[src/rtl/cpu_types_pkg.sv]
// Core-wide shared types used by the datapath and its memory-side helpers.
package cpu_types_pkg;

    localparam int WORD_W = 32;

    typedef logic [WORD_W-1:0] word_t;

endpackage

[src/rtl/dmem_responder_pkg.sv]
// Types and constants for the data-memory responder.
// This package holds the FSM state encoding and the SC status codes.
package dmem_responder_pkg;

    import cpu_types_pkg::*;

    typedef enum logic [1:0] {
        IDLE,
        ACCESS,
        RESP
    } dresp_state_t;

    localparam word_t SC_SUCCESS = 32'd0;
    localparam word_t SC_FAIL    = 32'd1;

endpackage

[src/rtl/dmem_responder_if.sv]
// Bundles the data-port request lines, the RAM port and the snoop bus of one core.
// The slave modport is the responder's view. The master modport is the view of the pipeline, RAM and snoop side.
interface dmem_responder_if #(
    parameter int ADDR_W = 32,
    parameter int DATA_W = 32
);

    logic              dmemREN;
    logic              dmemWEN;
    logic              datomic;
    logic [ADDR_W-1:0] dmemaddr;
    logic [DATA_W-1:0] dmemstore;
    logic              dhit;
    logic [DATA_W-1:0] dmemload;

    logic              ramREN;
    logic              ramWEN;
    logic [ADDR_W-1:0] ramaddr;
    logic [DATA_W-1:0] ramstore;
    logic [DATA_W-1:0] ramload;
    logic              ram_ready;

    logic              snoop_valid;
    logic [ADDR_W-1:0] snoop_addr;

    modport master (
        output dmemREN, dmemWEN, datomic, dmemaddr, dmemstore,
        input  dhit, dmemload,
        input  ramREN, ramWEN, ramaddr, ramstore,
        output ramload, ram_ready,
        output snoop_valid, snoop_addr
    );

    modport slave (
        input  dmemREN, dmemWEN, datomic, dmemaddr, dmemstore,
        output dhit, dmemload,
        output ramREN, ramWEN, ramaddr, ramstore,
        input  ramload, ram_ready,
        input  snoop_valid, snoop_addr
    );

endinterface

[src/rtl/dmem_responder_lr_sc_reservation.sv]
// LR/SC reservation: a valid bit and a word address. Other-core writes to the reserved word invalidate it.
// Only instantiated when DMEM_RESPONDER_ATOMIC_EN is defined.
module lr_sc_reservation #(
    parameter int ADDR_W = 32
) (
    input  logic              CLK,
    input  logic              RST,
    input  logic              set,
    input  logic [ADDR_W-1:0] set_addr,
    input  logic              clear,
    input  logic [ADDR_W-1:0] check_addr,
    input  logic              snoop_valid,
    input  logic [ADDR_W-1:0] snoop_addr,
    output logic              match
);

    logic              valid_q;
    logic [ADDR_W-3:0] word_q;
    logic              snoop_hit;
    logic              snoop_on_set;
    logic              unused_offsets;

    assign snoop_hit      = snoop_valid && (snoop_addr[ADDR_W-1:2] == word_q);
    assign snoop_on_set   = snoop_valid && (snoop_addr[ADDR_W-1:2] == set_addr[ADDR_W-1:2]);
    assign unused_offsets = ^{set_addr[1:0], check_addr[1:0], snoop_addr[1:0]};

    // A snoop landing in the same cycle as the check must already make an SC fail.
    assign match = valid_q && !snoop_hit && (check_addr[ADDR_W-1:2] == word_q);

    always_ff @(posedge CLK) begin
        if (RST) begin
            valid_q <= 1'b0;
            word_q  <= '0;
        end else if (clear) begin
            valid_q <= 1'b0;
        end else if (set) begin
            valid_q <= !snoop_on_set;
            word_q  <= set_addr[ADDR_W-1:2];
        end else if (snoop_hit) begin
            valid_q <= 1'b0;
        end
    end

endmodule

[src/rtl/dmem_responder.sv]
// Data-memory responder: answers the pipeline's data requests with dhit/dmemload and runs each access on a single-word RAM port.
// Define DMEM_RESPONDER_ATOMIC_EN to build the LR/SC reservation and the SC fast-fail path.
module dmem_responder
    import dmem_responder_pkg::*;
#(
    parameter int ADDR_W = 32,
    parameter int DATA_W = 32
) (
    input  logic           CLK,
    input  logic           RST,
    dmem_responder_if.slave bus
);

    dresp_state_t      state;
    logic [ADDR_W-1:0] addr_q;
    logic [DATA_W-1:0] store_q;
    logic [DATA_W-1:0] load_q;
    logic              is_write_q;
    logic              dhit_q;
    logic              ram_ren_q;
    logic              ram_wen_q;
    logic              req_valid;
    logic              req_write;
    logic              sc_fail;

    assign req_valid = bus.dmemREN | bus.dmemWEN;
    assign req_write = bus.dmemWEN;

`ifdef DMEM_RESPONDER_ATOMIC_EN
    logic is_lr_q;
    logic resv_match;
    logic resv_set;
    logic resv_clear;

    // Any SC at acceptance, and a plain write to the reserved word, both consume the reservation.
    assign resv_set   = (state == ACCESS) && bus.ram_ready && is_lr_q;
    assign resv_clear = (state == IDLE) && req_write && (bus.datomic || resv_match);
    assign sc_fail    = req_write && bus.datomic && !resv_match;

    lr_sc_reservation #(
        .ADDR_W(ADDR_W)
    ) u_reservation (
        .CLK        (CLK),
        .RST        (RST),
        .set        (resv_set),
        .set_addr   (addr_q),
        .clear      (resv_clear),
        .check_addr (bus.dmemaddr),
        .snoop_valid(bus.snoop_valid),
        .snoop_addr (bus.snoop_addr),
        .match      (resv_match)
    );

    always_ff @(posedge CLK) begin
        if (RST) begin
            is_lr_q <= 1'b0;
        end else if ((state == IDLE) && req_valid) begin
            is_lr_q <= !req_write && bus.datomic;
        end
    end
`else
    logic unused_atomic;

    assign unused_atomic = ^{bus.datomic, bus.snoop_valid, bus.snoop_addr};
    assign sc_fail       = 1'b0;
`endif

    // Request lines are only sampled in IDLE, so a request still held during RESP is ignored.
    always_ff @(posedge CLK) begin
        if (RST) begin
            state      <= IDLE;
            addr_q     <= '0;
            store_q    <= '0;
            load_q     <= '0;
            is_write_q <= 1'b0;
            dhit_q     <= 1'b0;
            ram_ren_q  <= 1'b0;
            ram_wen_q  <= 1'b0;
        end else begin
            dhit_q <= 1'b0;
            unique case (state)
                IDLE: begin
                    if (req_valid) begin
                        addr_q     <= bus.dmemaddr;
                        store_q    <= bus.dmemstore;
                        is_write_q <= req_write;
                        if (sc_fail) begin
                            load_q <= DATA_W'(SC_FAIL);
                            dhit_q <= 1'b1;
                            state  <= RESP;
                        end else begin
                            ram_ren_q <= !req_write;
                            ram_wen_q <= req_write;
                            state     <= ACCESS;
                        end
                    end
                end
                ACCESS: begin
                    if (bus.ram_ready) begin
                        ram_ren_q <= 1'b0;
                        ram_wen_q <= 1'b0;
                        load_q    <= is_write_q ? DATA_W'(SC_SUCCESS) : bus.ramload;
                        dhit_q    <= 1'b1;
                        state     <= RESP;
                    end
                end
                RESP: begin
                    state <= IDLE;
                end
                default: begin
                    state <= IDLE;
                end
            endcase
        end
    end

    assign bus.dhit     = dhit_q;
    assign bus.dmemload = load_q;
    assign bus.ramREN   = ram_ren_q;
    assign bus.ramWEN   = ram_wen_q;
    assign bus.ramaddr  = addr_q;
    assign bus.ramstore = store_q;

endmodule
[src/flat_wrapper.sv]
// flat-port wrapper written by rule: the top's interface ports become plain ports
module dmem_responder_flat import dmem_responder_pkg::*;
#(
    parameter int ADDR_W = 32,
    parameter int DATA_W = 32
)
  (CLK, RST, bus_dmemREN, bus_dmemWEN, bus_datomic, bus_dmemaddr, bus_dmemstore, bus_dhit, bus_dmemload, bus_ramREN, bus_ramWEN, bus_ramaddr, bus_ramstore, bus_ramload, bus_ram_ready, bus_snoop_valid, bus_snoop_addr);
  dmem_responder_if #(.ADDR_W(ADDR_W), .DATA_W(DATA_W)) bus_i ();
  input  logic CLK;
  input  logic RST;
  input wire logic [$bits(bus_i.dmemREN)-1:0] bus_dmemREN;
  input wire logic [$bits(bus_i.dmemWEN)-1:0] bus_dmemWEN;
  input wire logic [$bits(bus_i.datomic)-1:0] bus_datomic;
  input wire logic [$bits(bus_i.dmemaddr)-1:0] bus_dmemaddr;
  input wire logic [$bits(bus_i.dmemstore)-1:0] bus_dmemstore;
  output wire logic [$bits(bus_i.dhit)-1:0] bus_dhit;
  output wire logic [$bits(bus_i.dmemload)-1:0] bus_dmemload;
  output wire logic [$bits(bus_i.ramREN)-1:0] bus_ramREN;
  output wire logic [$bits(bus_i.ramWEN)-1:0] bus_ramWEN;
  output wire logic [$bits(bus_i.ramaddr)-1:0] bus_ramaddr;
  output wire logic [$bits(bus_i.ramstore)-1:0] bus_ramstore;
  input wire logic [$bits(bus_i.ramload)-1:0] bus_ramload;
  input wire logic [$bits(bus_i.ram_ready)-1:0] bus_ram_ready;
  input wire logic [$bits(bus_i.snoop_valid)-1:0] bus_snoop_valid;
  input wire logic [$bits(bus_i.snoop_addr)-1:0] bus_snoop_addr;
  assign bus_i.dmemREN = bus_dmemREN;
  assign bus_i.dmemWEN = bus_dmemWEN;
  assign bus_i.datomic = bus_datomic;
  assign bus_i.dmemaddr = bus_dmemaddr;
  assign bus_i.dmemstore = bus_dmemstore;
  assign bus_dhit = bus_i.dhit;
  assign bus_dmemload = bus_i.dmemload;
  assign bus_ramREN = bus_i.ramREN;
  assign bus_ramWEN = bus_i.ramWEN;
  assign bus_ramaddr = bus_i.ramaddr;
  assign bus_ramstore = bus_i.ramstore;
  assign bus_i.ramload = bus_ramload;
  assign bus_i.ram_ready = bus_ram_ready;
  assign bus_i.snoop_valid = bus_snoop_valid;
  assign bus_i.snoop_addr = bus_snoop_addr;
  dmem_responder #(.ADDR_W(ADDR_W), .DATA_W(DATA_W)) u_core (.CLK(CLK), .RST(RST), .bus(bus_i));
endmodule
[config.mk]
export PLATFORM = sky130hd
export DESIGN_NAME = dmem_responder_flat
export DESIGN_NICKNAME = d
export VERILOG_FILES = /design/src/rtl/cpu_types_pkg.sv /design/src/rtl/dmem_responder_pkg.sv /design/src/rtl/dmem_responder_if.sv /design/src/rtl/dmem_responder_lr_sc_reservation.sv /design/src/rtl/dmem_responder.sv /design/src/flat_wrapper.sv
export SDC_FILE = /design/constraint.sdc
export NUM_CORES = 1
export LEC_CHECK = 0
export BUFFER_PORTS_ARGS = -buffer_cell sky130_fd_sc_hd__buf_2
export CAP_MARGIN = 20
export CORE_ASPECT_RATIO = 0.7
export CORE_MARGIN = 5
export CORE_UTILIZATION = 44
export CTS_BUF_LIST = sky130_fd_sc_hd__clkbuf_8
export DETAILED_ROUTE_END_ITERATION = 16
export PLACE_DENSITY_LB_ADDON = 0.25
export SLEW_MARGIN = 25
export SYNTH_ARGS = -nofsm -noshare
export SYNTH_HDL_FRONTEND = slang
export SYNTH_SLANG_ARGS = --single-unit
[constraint.sdc]
create_clock -name CLK -period 1.48 [get_ports CLK]
set_clock_uncertainty 0.15 [all_clocks]
set_input_delay 0.148 -clock CLK [delete_from_list [all_inputs] [get_ports CLK]]
set_output_delay 0.148 -clock CLK [all_outputs]
set_load 0.1 [all_outputs]
==> metrics.yaml, run 1 <==
setup_path:
  critical_path_required_ns: 1.58
  critPathKind: "reg -> reg"
  r2r_setup_slack_ns: 0.02
  r2r_end: "u_core.bus.dmemload[20]"
  critPathCaptureType: "flip-flop"
  arrival_ns: 1.56
  r2r-start: "u_core.state[0]"
  path_max_fanout: 17
  start_kind: "flip-flop"
  r2r_cells: 5
placed_design:
  hpwl_um: 7960
  placed_cells: 668
  globalplace.congestion: 0.7468
  portBuffers: 199
hold_path:
  whs_path_depth: 2
  min_path_type: "in -> reg"
  worstHoldStart: "bus_ram_ready"
  whs_endpoint: "u_core.state[1]"
route:
  antenna_left: 0
  drt-initial-drc-count: 414
  drc_errors: 0
  first_pass_iters: 6
  vias: 4331
  drt_wl_total_um: 14110
  vias_per_cell: 5.489
  wl_per_cell_um: 17.89
synthesis:
  synth_top_family_by_area: "compound AO/OA/AOI/OAI gates"
  synth.cell_area_mm2: 0.003659
  synth_fa_ha_area_share_pct: 0
  seq_area_frac_synth_pct: 55.81
  synth_fp_nets: 527
  ys_ff_latch: 102
  synth_compound_area_share_pct: 26.54
  syn_area_per_cell_um2: 9.333
  ys_types: 24
  synth_xor_area_share_pct: 0
  synth-simple-area-share_pct: 11.59
  synth_mux_area_share_pct: 0
  synthCells: 392
  yosys_warnings: 0
layout:
  post-route-util_pct: 79.36
  area_growth_syn_to_layout_pct: 72.95
  drive_above_1_share_pct: 38.57
  register_area_mm2: 0.002062
  multiInputGateArea_mm2: 0.001446
  fin_cells: 789
  final_nets: 817
  fill_cells: 530
global_route:
  antenna_found_initial: 0
  use_met3_pct: 7.893
  grt_pass1_wl_um: 21320
  grt_max_degree: 45
  use_met2_pct: 44.85
  grt.overflow.total: 0
  grt.busiest_layer: "met2"
  grt_util_met1_pct: 28.68
  track_usage_pct: 25.31
  grt_pass1_vias: 4250
floorplanning:
  rows: 27
  core-area_mm2: 0.007973
  dieWidth_um: 119.0
  die_h_um: 86.29
  io_pins: 234
  dieArea_mm2: 0.01027
  start_util_pct: 45.89
power:
  power_frac_seq_pct: 40.1
  p_clk_share_pct: 24.7
  ir_drop_v: 0.0006967
  powerDensity_mw_per_mm2: 1200
  leakagePower_nw: 2.859
  comb_power_share_pct: 35.2
  p_int_mw: 4.547
  swShare_pct: 40.10
  switchingPower_mw: 3.044
sta:
  finalSetupTns_ns: 0
  worst_slew_pin_slew_ns: 0.5077
  max_freq_mhz: 685.0
  hold_ws_ns: 0.02391
  final_hold_viol_count: 0
  maxSlewHeadroom_pct: 66.39
  fin_crit_sh_pct: 98.64
  setup_viol: 0
  period_minus_slack_ns: 1.460
  slew_violations: 0
run_status:
  status: "complete, no violations"
clocking:
  clockBufferDepth: 2
  htreeDepth: 3
  cts_tree: "yes"
  clock_latency_ns: 0.36
  clock-sinks: 102
  clkSlewWorstSetupHoldPaths_ns: 0.10
  cts-root-buf: "clkbuf_8"
  cts-buffers-inserted: 9
flow_run:
  maxCapViolCount: 0
==> cell families (layout without fill, tap and decap cells) <==
logic type             after synthesis  after routing
AO/OA/AOI/OAI                      168            168
flip-flops                         102            102
AND/OR/NAND/NOR                     79             80
buffers and inverters               43            337
other                                0              1
==> Yosys cell counts <==
master | n | area share (%)
dfxtp_1 | 102 | 56
a21oi_1 | 67 | 9.2
nand3_1 | 64 | 8.8
o21ai_1 | 51 | 7.0
a22o_1 | 32 | 7.7
buf_2 | 18 | 2.5
clkbuf_1 | 18 | 1.8
o21ai_0 | 15 | 2.1
buf_6 | 5 | 1.5
nand2b_1 | 3 | 0.51
nand2_1 | 2 | 0.21
nor2b_1 | 2 | 0.34
or2_1 | 2 | 0.34
a21o_1 | 1 | 0.21
a21oi_2 | 1 | 0.24
a31o_1 | 1 | 0.24
and4bb_1 | 1 | 0.34
buf_1 | 1 | 0.10
inv_1 | 1 | 0.10
nor2_1 | 1 | 0.10
nor2_2 | 1 | 0.17
nor2b_4 | 1 | 0.38
nor4_1 | 1 | 0.17
nor4bb_1 | 1 | 0.27
==> metrics by stage <==
stage	area [um^2]	power, mW	worst slack (ns)
after global routing	6325	7.869	-0.0003464
final	6327	7.591	0.02019
after CTS	6041	7.450	0.003879
after floorplan	3677	4.876	0.04260
after global placement	4817	5.347	-0.1258
after detailed placement	4817	5.383	-0.1707
==> registers in the layout, indices dropped and copies added (netlist names) <==
name	cells
u_core.bus.dhit	1
u_core.bus.dmemload	32
u_core.bus.ramREN	1
u_core.bus.ramWEN	1
u_core.bus.ramaddr	32
u_core.bus.ramstore	32
u_core.is_write_q	1
u_core.state	2
==> placed cells by master, fill, tap and decap left out <==
| cell type | n |
|---|---|
| a21oi_4 | 1 |
| clkbuf_8 | 10 |
| a21o_1 | 1 |
| o21ai_0 | 14 |
| dlygate4sd3_1 | 97 |
| and4bb_1 | 1 |
| or2_4 | 1 |
| inv_6 | 1 |
| buf_12 | 10 |
| buf_4 | 11 |
| clkinvlp_4 | 2 |
| nor2b_1 | 1 |
| a21oi_1 | 67 |
| nor2b_4 | 3 |
| a22o_1 | 32 |
| or2_2 | 1 |
| inv_1 | 1 |
| nor2_4 | 2 |
| dfxtp_2 | 16 |
| bufinv_16 | 1 |
| nor4bb_1 | 1 |
| a31o_1 | 1 |
| clkbuf_4 | 55 |
| buf_2 | 143 |
| diode_2 | 1 |
| inv_8 | 2 |
| nand2b_1 | 3 |
| nor4_1 | 1 |
| clkbuf_16 | 3 |
| buf_8 | 1 |
| dfxtp_1 | 86 |
| o21ai_2 | 2 |
| nand2_1 | 2 |
| o21ai_1 | 50 |
| nand3_1 | 64 |
==> power groups by stage <==
stage                     Combinational, mW  Sequential [mW]  Clock [mW]
after floorplan                       0.467             4.41           0
after global placement                 2.27             3.08           0
after detailed placement               2.29             3.09           0
after CTS                              2.50             3.03        1.91
after global routing                   2.78             3.07        2.02
final                                  2.67             3.05        1.87
==> final cells by class <==
cell class	count	area share (%)
tap	101	1.997
timing repair buffer	320	39.07
clock inverter	6	1.206
antenna	1	0.03955
sequential	102	32.59
clock buffer	10	2.175
inverter	1	0.05932
multi-input combinational	248	22.86
==> metal layers <==
| layer | vias to the layer above | wire, um |
|---|---|---|
| met5 | - | 0 |
| met4 | 0 | 461 |
| met3 | 43 | 1264 |
| met2 | 250 | 7024 |
| met1 | 2043 | 5363 |
| li1 | 1995 | - |
==> critical path, stage by stage (launching register included) <==
cell	delay (ns)
dfxtp_2	0.37
buf_4	0.14
nor2b_4	0.17
a21oi_4	0.09
buf_12	0.17
a22o_1	0.26
==> worst max path at each step <==
| stage | start | end | cells after the start | slack [ns] |
|---|---|---|---|---|
| 3_3_place_gp | u_core.state[1] | u_core.bus.dmemload[10] | 3 | -0.13 |
| 4_1_cts | u_core.bus.dmemload[15] | bus_dmemload[15] | 1 | 0.004 |
| 2_1_floorplan | u_core.bus.ramaddr[10] | u_core.bus.ramaddr[10] | 2 | 0.04 |
| 5_1_grt | u_core.bus.ramaddr[8] | bus_ramaddr[8] | 1 | -0.0003 |
| 6_report | u_core.state[0] | u_core.bus.dmemload[20] | 5 | 0.02 |
| 3_5_place_dp | u_core.state[1] | u_core.bus.dmemload[15] | 3 | -0.17 |
==> timing repair <==
action / 4_1_cts / 5_1_grt
hold buffers: 97 / 0
setup buffers: 1 / 2
pin swaps: 0 / 1
hold endpoints to repair: 97 / 0
endpoints found under the setup margin: 33 / 123
gates resized for setup: 3 / 64
gates cloned: 1 / 3
Note: power is estimated with default switching activity, not from simulation.
==> run 2: changes to the inputs <==
- SYNTH_HIERARCHICAL: default -> 1
==> metrics.yaml, run 2 <==
run_status:
  status: "finished, violations left"
  violations: "negative setup slack"
global_route:
  grt.overflow.total: 0
  antenna_found_initial: 0
  track_usage_pct: 25.05
  grt_pass1_wl_um: 21170
  grt_max_degree: 51
  grt_pass1_vias: 4216
synthesis:
  yosys_warnings: 6
  seq_area_frac_synth_pct: 55.81
  synth_fp_nets: 527
  yosys-top-cells-count: "102 x dfxtp_1, 67 x a21oi_1, 64 x nand3_1"
  synth_top_area_share_pct: 55.81
  synth_flop_cell: "dfxtp_1"
  synth.cell_area_mm2: 0.003659
  synth-edff-count: 0
  ys_types: 24
  syn_area_per_cell_um2: 9.333
  synthCells: 392
  synth_area_leaders: "dfxtp_1 56%, a21oi_1 9.2%, nand3_1 8.8%"
  yosys.area.top_type: "dfxtp_1"
  ys_ff_latch: 102
  synth.most_common_cell: "dfxtp_1"
  ys_async_sr_fraction_pct: 0
placed_design:
  globalplace.congestion: 0.7765
  place_area_mm2: 0.004802
  portBuffers: 199
  hpwl_um: 7672
  dp_slack_ns: -0.1950
clocking:
  cts-root-buf: "clkbuf_8"
  clock-sinks: 102
  clock_latency_ns: 0.36
  cts-buffers-inserted: 9
  clockBufferDepth: 2
  htreeDepth: 3
  clkSlewWorstSetupHoldPaths_ns: 0.10
  cts_tree: "yes"
route:
  vias: 4237
  first_pass_iters: 5
  drc_errors: 0
  drt-initial-drc-count: 317
  antenna_left: 0
  drt_wl_total_um: 13930
  wl_per_cell_um: 17.75
  vias_per_cell: 5.397
layout:
  area_growth_syn_to_layout_pct: 71.14
  fin_area_mm2: 0.006261
  final_nets: 813
  drive_above_1_share_pct: 40.26
  layout_common_cells: "133 x buf_2, 97 x dlygate4sd3_1, 85 x dfxtp_1"
  fill_cells: 521
  final_common_cell: "buf_2"
setup_path:
  path_max_fanout: 18
  r2r_setup_slack_ns: -0.05
  start_kind: "flip-flop"
  r2r_cells: 5
  critPathCaptureType: "flip-flop"
  critPathKind: "reg -> reg"
  arrival_ns: 1.61
  critical_path_required_ns: 1.56
power:
  powerDensity_mw_per_mm2: 1168
  ir_drop_v: 0.0007956
  leakagePower_nw: 2.794
hold_path:
  min_path_type: "in -> reg"
  whs_path_depth: 4
sta:
  rsz0062_at_grt: "true"
  fin_ws_ns: -0.05346
  slew_violations: 0
  worst_slew_pin_slew_ns: 0.5127
  maxSlewHeadroom_pct: 66.05
  max_freq_mhz: 652.1
  finalSetupTns_ns: -0.09265
  setup_viol: 2
  fin_crit_sh_pct: 103.6
  final_hold_viol_count: 0
  period_minus_slack_ns: 1.533
floorplanning:
  rows: 27
  io_pins: 234
  start_util_pct: 45.89
  core-area_mm2: 0.007973
  dieArea_mm2: 0.01027
  dieWidth_um: 119.0
  die_h_um: 86.29
flow_run:
  maxCapViolCount: 0
## run 2: final timing paths
kind                          startpoint                      to
hold reg to reg   u_core/bus.ramstore[0]  u_core/bus.ramstore[0]
setup / recovery         u_core/state[1]  u_core/bus.ramstore[7]
setup reg to reg         u_core/state[1]  u_core/bus.ramstore[7]
hold / removal             bus_ram_ready         u_core/state[0]
## run 2: critical path: stages, from the launching register on
cell	delay (ns)
dfxtp_2	0.34
buf_4	0.14
or2_4	0.28
clkbuf_16	0.20
o21ai_1	0.18
a21oi_1	0.10
## run 2: kinds of logic after synthesis
group           share of synthesized area, %
flops                                  55.81
buf+inv                                6.053
compound gates                         26.54
simple gates                           11.59
## run 2: what timing repair did
item                       CTS  global route
resized for setup           11            89
setup endpoints to repair   99           131
pin swaps                    0             2
cloned                       1             1
setup buffers                3             0
hold buffers                97             0
hold endpoints to repair    97             0
## run 2: metal layers
layer	global-route usage [%]	vias to the layer above	share of wire [%]	wire [um]
met1	28.22	2006	38	5299
met5	0	-	0	0
met2	43.98	203	51	7094
met3	9.263	32	8.7	1211
li1	-	1996	-	-
met4	8.938	0	2.4	328
## run 2: area by class of cell
cell class                      instances  area (um^2)  share of cell area [%]
Multi-Input combinational cell        248         1483                   23.68
Clock inverter                          7        58.81                  0.9392
Clock buffer                            9        123.9                   1.978
Tap cell                              101        126.4                   2.018
Antenna cell                            1        2.502                 0.03997
Inverter                                1        3.754                 0.05995
Sequential cell                       102         2063                   32.95
Timing Repair Buffer                  316         2400                   38.33
## run 2: power breakdown
part | leakage (nW) | switching, mW | internal, mW
Combinational | 1.87 | 1.92 | 0.713
Sequential | 0.843 | 0.108 | 2.94
Clock | 0.0860 | 0.998 | 0.629
## run 2: through the flow
stage	cells	power, mW	hold WS (ns)	utilization [%]
global route	784	7.593	0.02904	78.50
detailed placement	666	5.377	0.2133	60.23
CTS	783	7.205	0.004639	75.46
floorplan	392	4.876	0.1235	-
finish	785	7.311	0.02987	78.53
global placement	666	5.340	0.2081	60.23
==> run 3: changes to the inputs <==
- CORE_UTILIZATION: 44 -> 47
- clock period: 1.48 -> 1.9 ns (I/O delays scaled with it)
==> metrics.yaml, run 3 (synthesized netlist as in run 2, its figures left out) <==
floorplanning:
  core-area_mm2: 0.007450
  io_pins: 234
  start_util_pct: 49.11
  rows: 26
  die_h_um: 83.82
  dieArea_mm2: 0.009676
  dieWidth_um: 115.5
power:
  p_int_mw: 3.355
  leakagePower_nw: 2.743
  switchingPower_mw: 2.286
  ir_drop_v: 0.0006258
  p_clk_share_pct: 24.2
  swShare_pct: 40.52
  comb_power_share_pct: 33.9
  power_frac_seq_pct: 41.9
  powerDensity_mw_per_mm2: 961.7
clocking:
  clockBufferDepth: 2
  htreeDepth: 3
  cts-root-buf: "clkbuf_8"
  clock_latency_ns: 0.36
  cts_tree: "yes"
  cts-buffers-inserted: 9
  clkSlewWorstSetupHoldPaths_ns: 0.10
  clock-sinks: 102
route:
  drt_wl_total_um: 12900
  wl_per_cell_um: 16.66
  first_pass_iters: 5
  top_layer: "met4"
  vias_per_cell: 5.313
  wl_met1_um: 5186
  wl_met2_um: 6182
  drt-initial-drc-count: 368
  vias: 4112
  antenna_left: 0
  drc_errors: 0
  wl_met3_um: 1072
layout:
  fill_cells: 511
  layout_common_cells: "199 x buf_2, 102 x dfxtp_1, 98 x dlygate4sd3_1"
  drive_above_1_share_pct: 34.62
  fin_cells: 774
  area_growth_syn_to_layout_pct: 60.33
  final_nets: 806
  antennaDiodeCount: 0
  final_common_cell: "buf_2"
  post-route-util_pct: 78.74
setup_path:
  critPathKind: "reg -> reg"
  arrival_ns: 1.80
  critical_path_required_ns: 1.96
  start_kind: "flip-flop"
  path_cells: "or2_2 > buf_12 > o21ai_0 > a21oi_1"
  critPathCaptureType: "flip-flop"
  r2r_setup_slack_ns: 0.17
  path_max_fanout: 36
  worst_path_largest_cell_delay_ns: 0.51
  cp_slowest_cell: "or2_2"
hold_path:
  min_path_type: "in -> reg"
sta:
  hold_ws_ns: 0.07167
  worst_slew_pin_slew_ns: 0.5877
  maxSlewHeadroom_pct: 60.82
  fin_crit_sh_pct: 91.29
  setup_viol: 0
  rsz0062_at_grt: "false"
  finalSetupTns_ns: 0
  period_minus_slack_ns: 1.734
  max_freq_mhz: 576.6
  slew_violations: 0
  final_hold_viol_count: 0
placed_design:
  portBuffers: 199
  globalplace.congestion: 0.7653
  hpwl_um: 7668
  placed_cells: 659
global_route:
  track_usage_pct: 25.62
  antenna_found_initial: 0
  grt_pass1_wl_um: 20040
  grt_pass1_vias: 4130
  grt.overflow.total: 0
  grt_max_degree: 57
flow_run:
  maxCapViolCount: 0
run_status:
  status: "complete, no violations"
[run 3: power by group through the flow]
stage | Sequential [mW] | Combinational, mW | Clock (mW)
after floorplan | 3.43 | 0.364 | 0
after global placement | 2.40 | 1.71 | 0
after detailed placement | 2.41 | 1.73 | 0
after CTS | 2.36 | 1.89 | 1.39
after global routing | 2.38 | 2.00 | 1.48
final | 2.36 | 1.91 | 1.36
[run 3: cell type report]
class                      count  area, um^2  share of cell area (%)
timing repair buffer         309        2079                   35.45
sequential                   102        2042                   34.81
multi-input combinational    248        1421                   24.23
clock buffer                   9       123.9                   2.112
tap                           98       122.6                   2.090
clock inverter                 7       72.57                   1.237
inverter                       1       3.754                 0.06399
[run 3: worst max-delay path, delay by kind of cell (launching register included)]
kind | cells | cell delay, ns
DFF | 1 | 0.39
AOI/OAI and AO/OA | 2 | 0.28
and+or+nand+nor | 1 | 0.51
buffers and inverters | 1 | 0.25
[run 3: path summary, 6_finish.rpt]
path | startpoint | endpoint | cells past startpoint
worst max register to register | u_core/state[1] | u_core/bus.ramaddr[28] | 4
worst max-delay path | u_core/state[1] | u_core/bus.ramaddr[28] | 4
worst min-delay path | RST | u_core/bus.ramstore[25] | 3
worst min register to register | u_core/bus.ramaddr[30] | u_core/bus.ramaddr[30] | 2
[run 3: repair_timing]
action                                  in CTS  in global routing
hold buffers                                98                  0
setup buffers                                0                  0
endpoints found under the setup margin       0                  1
resized for setup                            0                  1
endpoints found under the hold margin       98                  0
[run 3: metrics by stage]
| step | instance area, um^2 | total power [mW] | setup WS, ns |
|---|---|---|---|
| after global placement | 4674 | 4.111 | 0.1878 |
| after floorplan | 3659 | 3.791 | 0.3667 |
| after global routing | 5866 | 5.859 | 0.05973 |
| final | 5866 | 5.641 | 0.1656 |
| after detailed placement | 4674 | 4.137 | 0.1603 |
| after CTS | 5852 | 5.637 | 0.1129 |
[run 3: metal layers]
metal	global-route usage, %	vias to the layer above
met3	7.029	37
li1	-	1980
met1	30.41	1899
met5	0	-
met4	10.87	0
met2	43.17	196
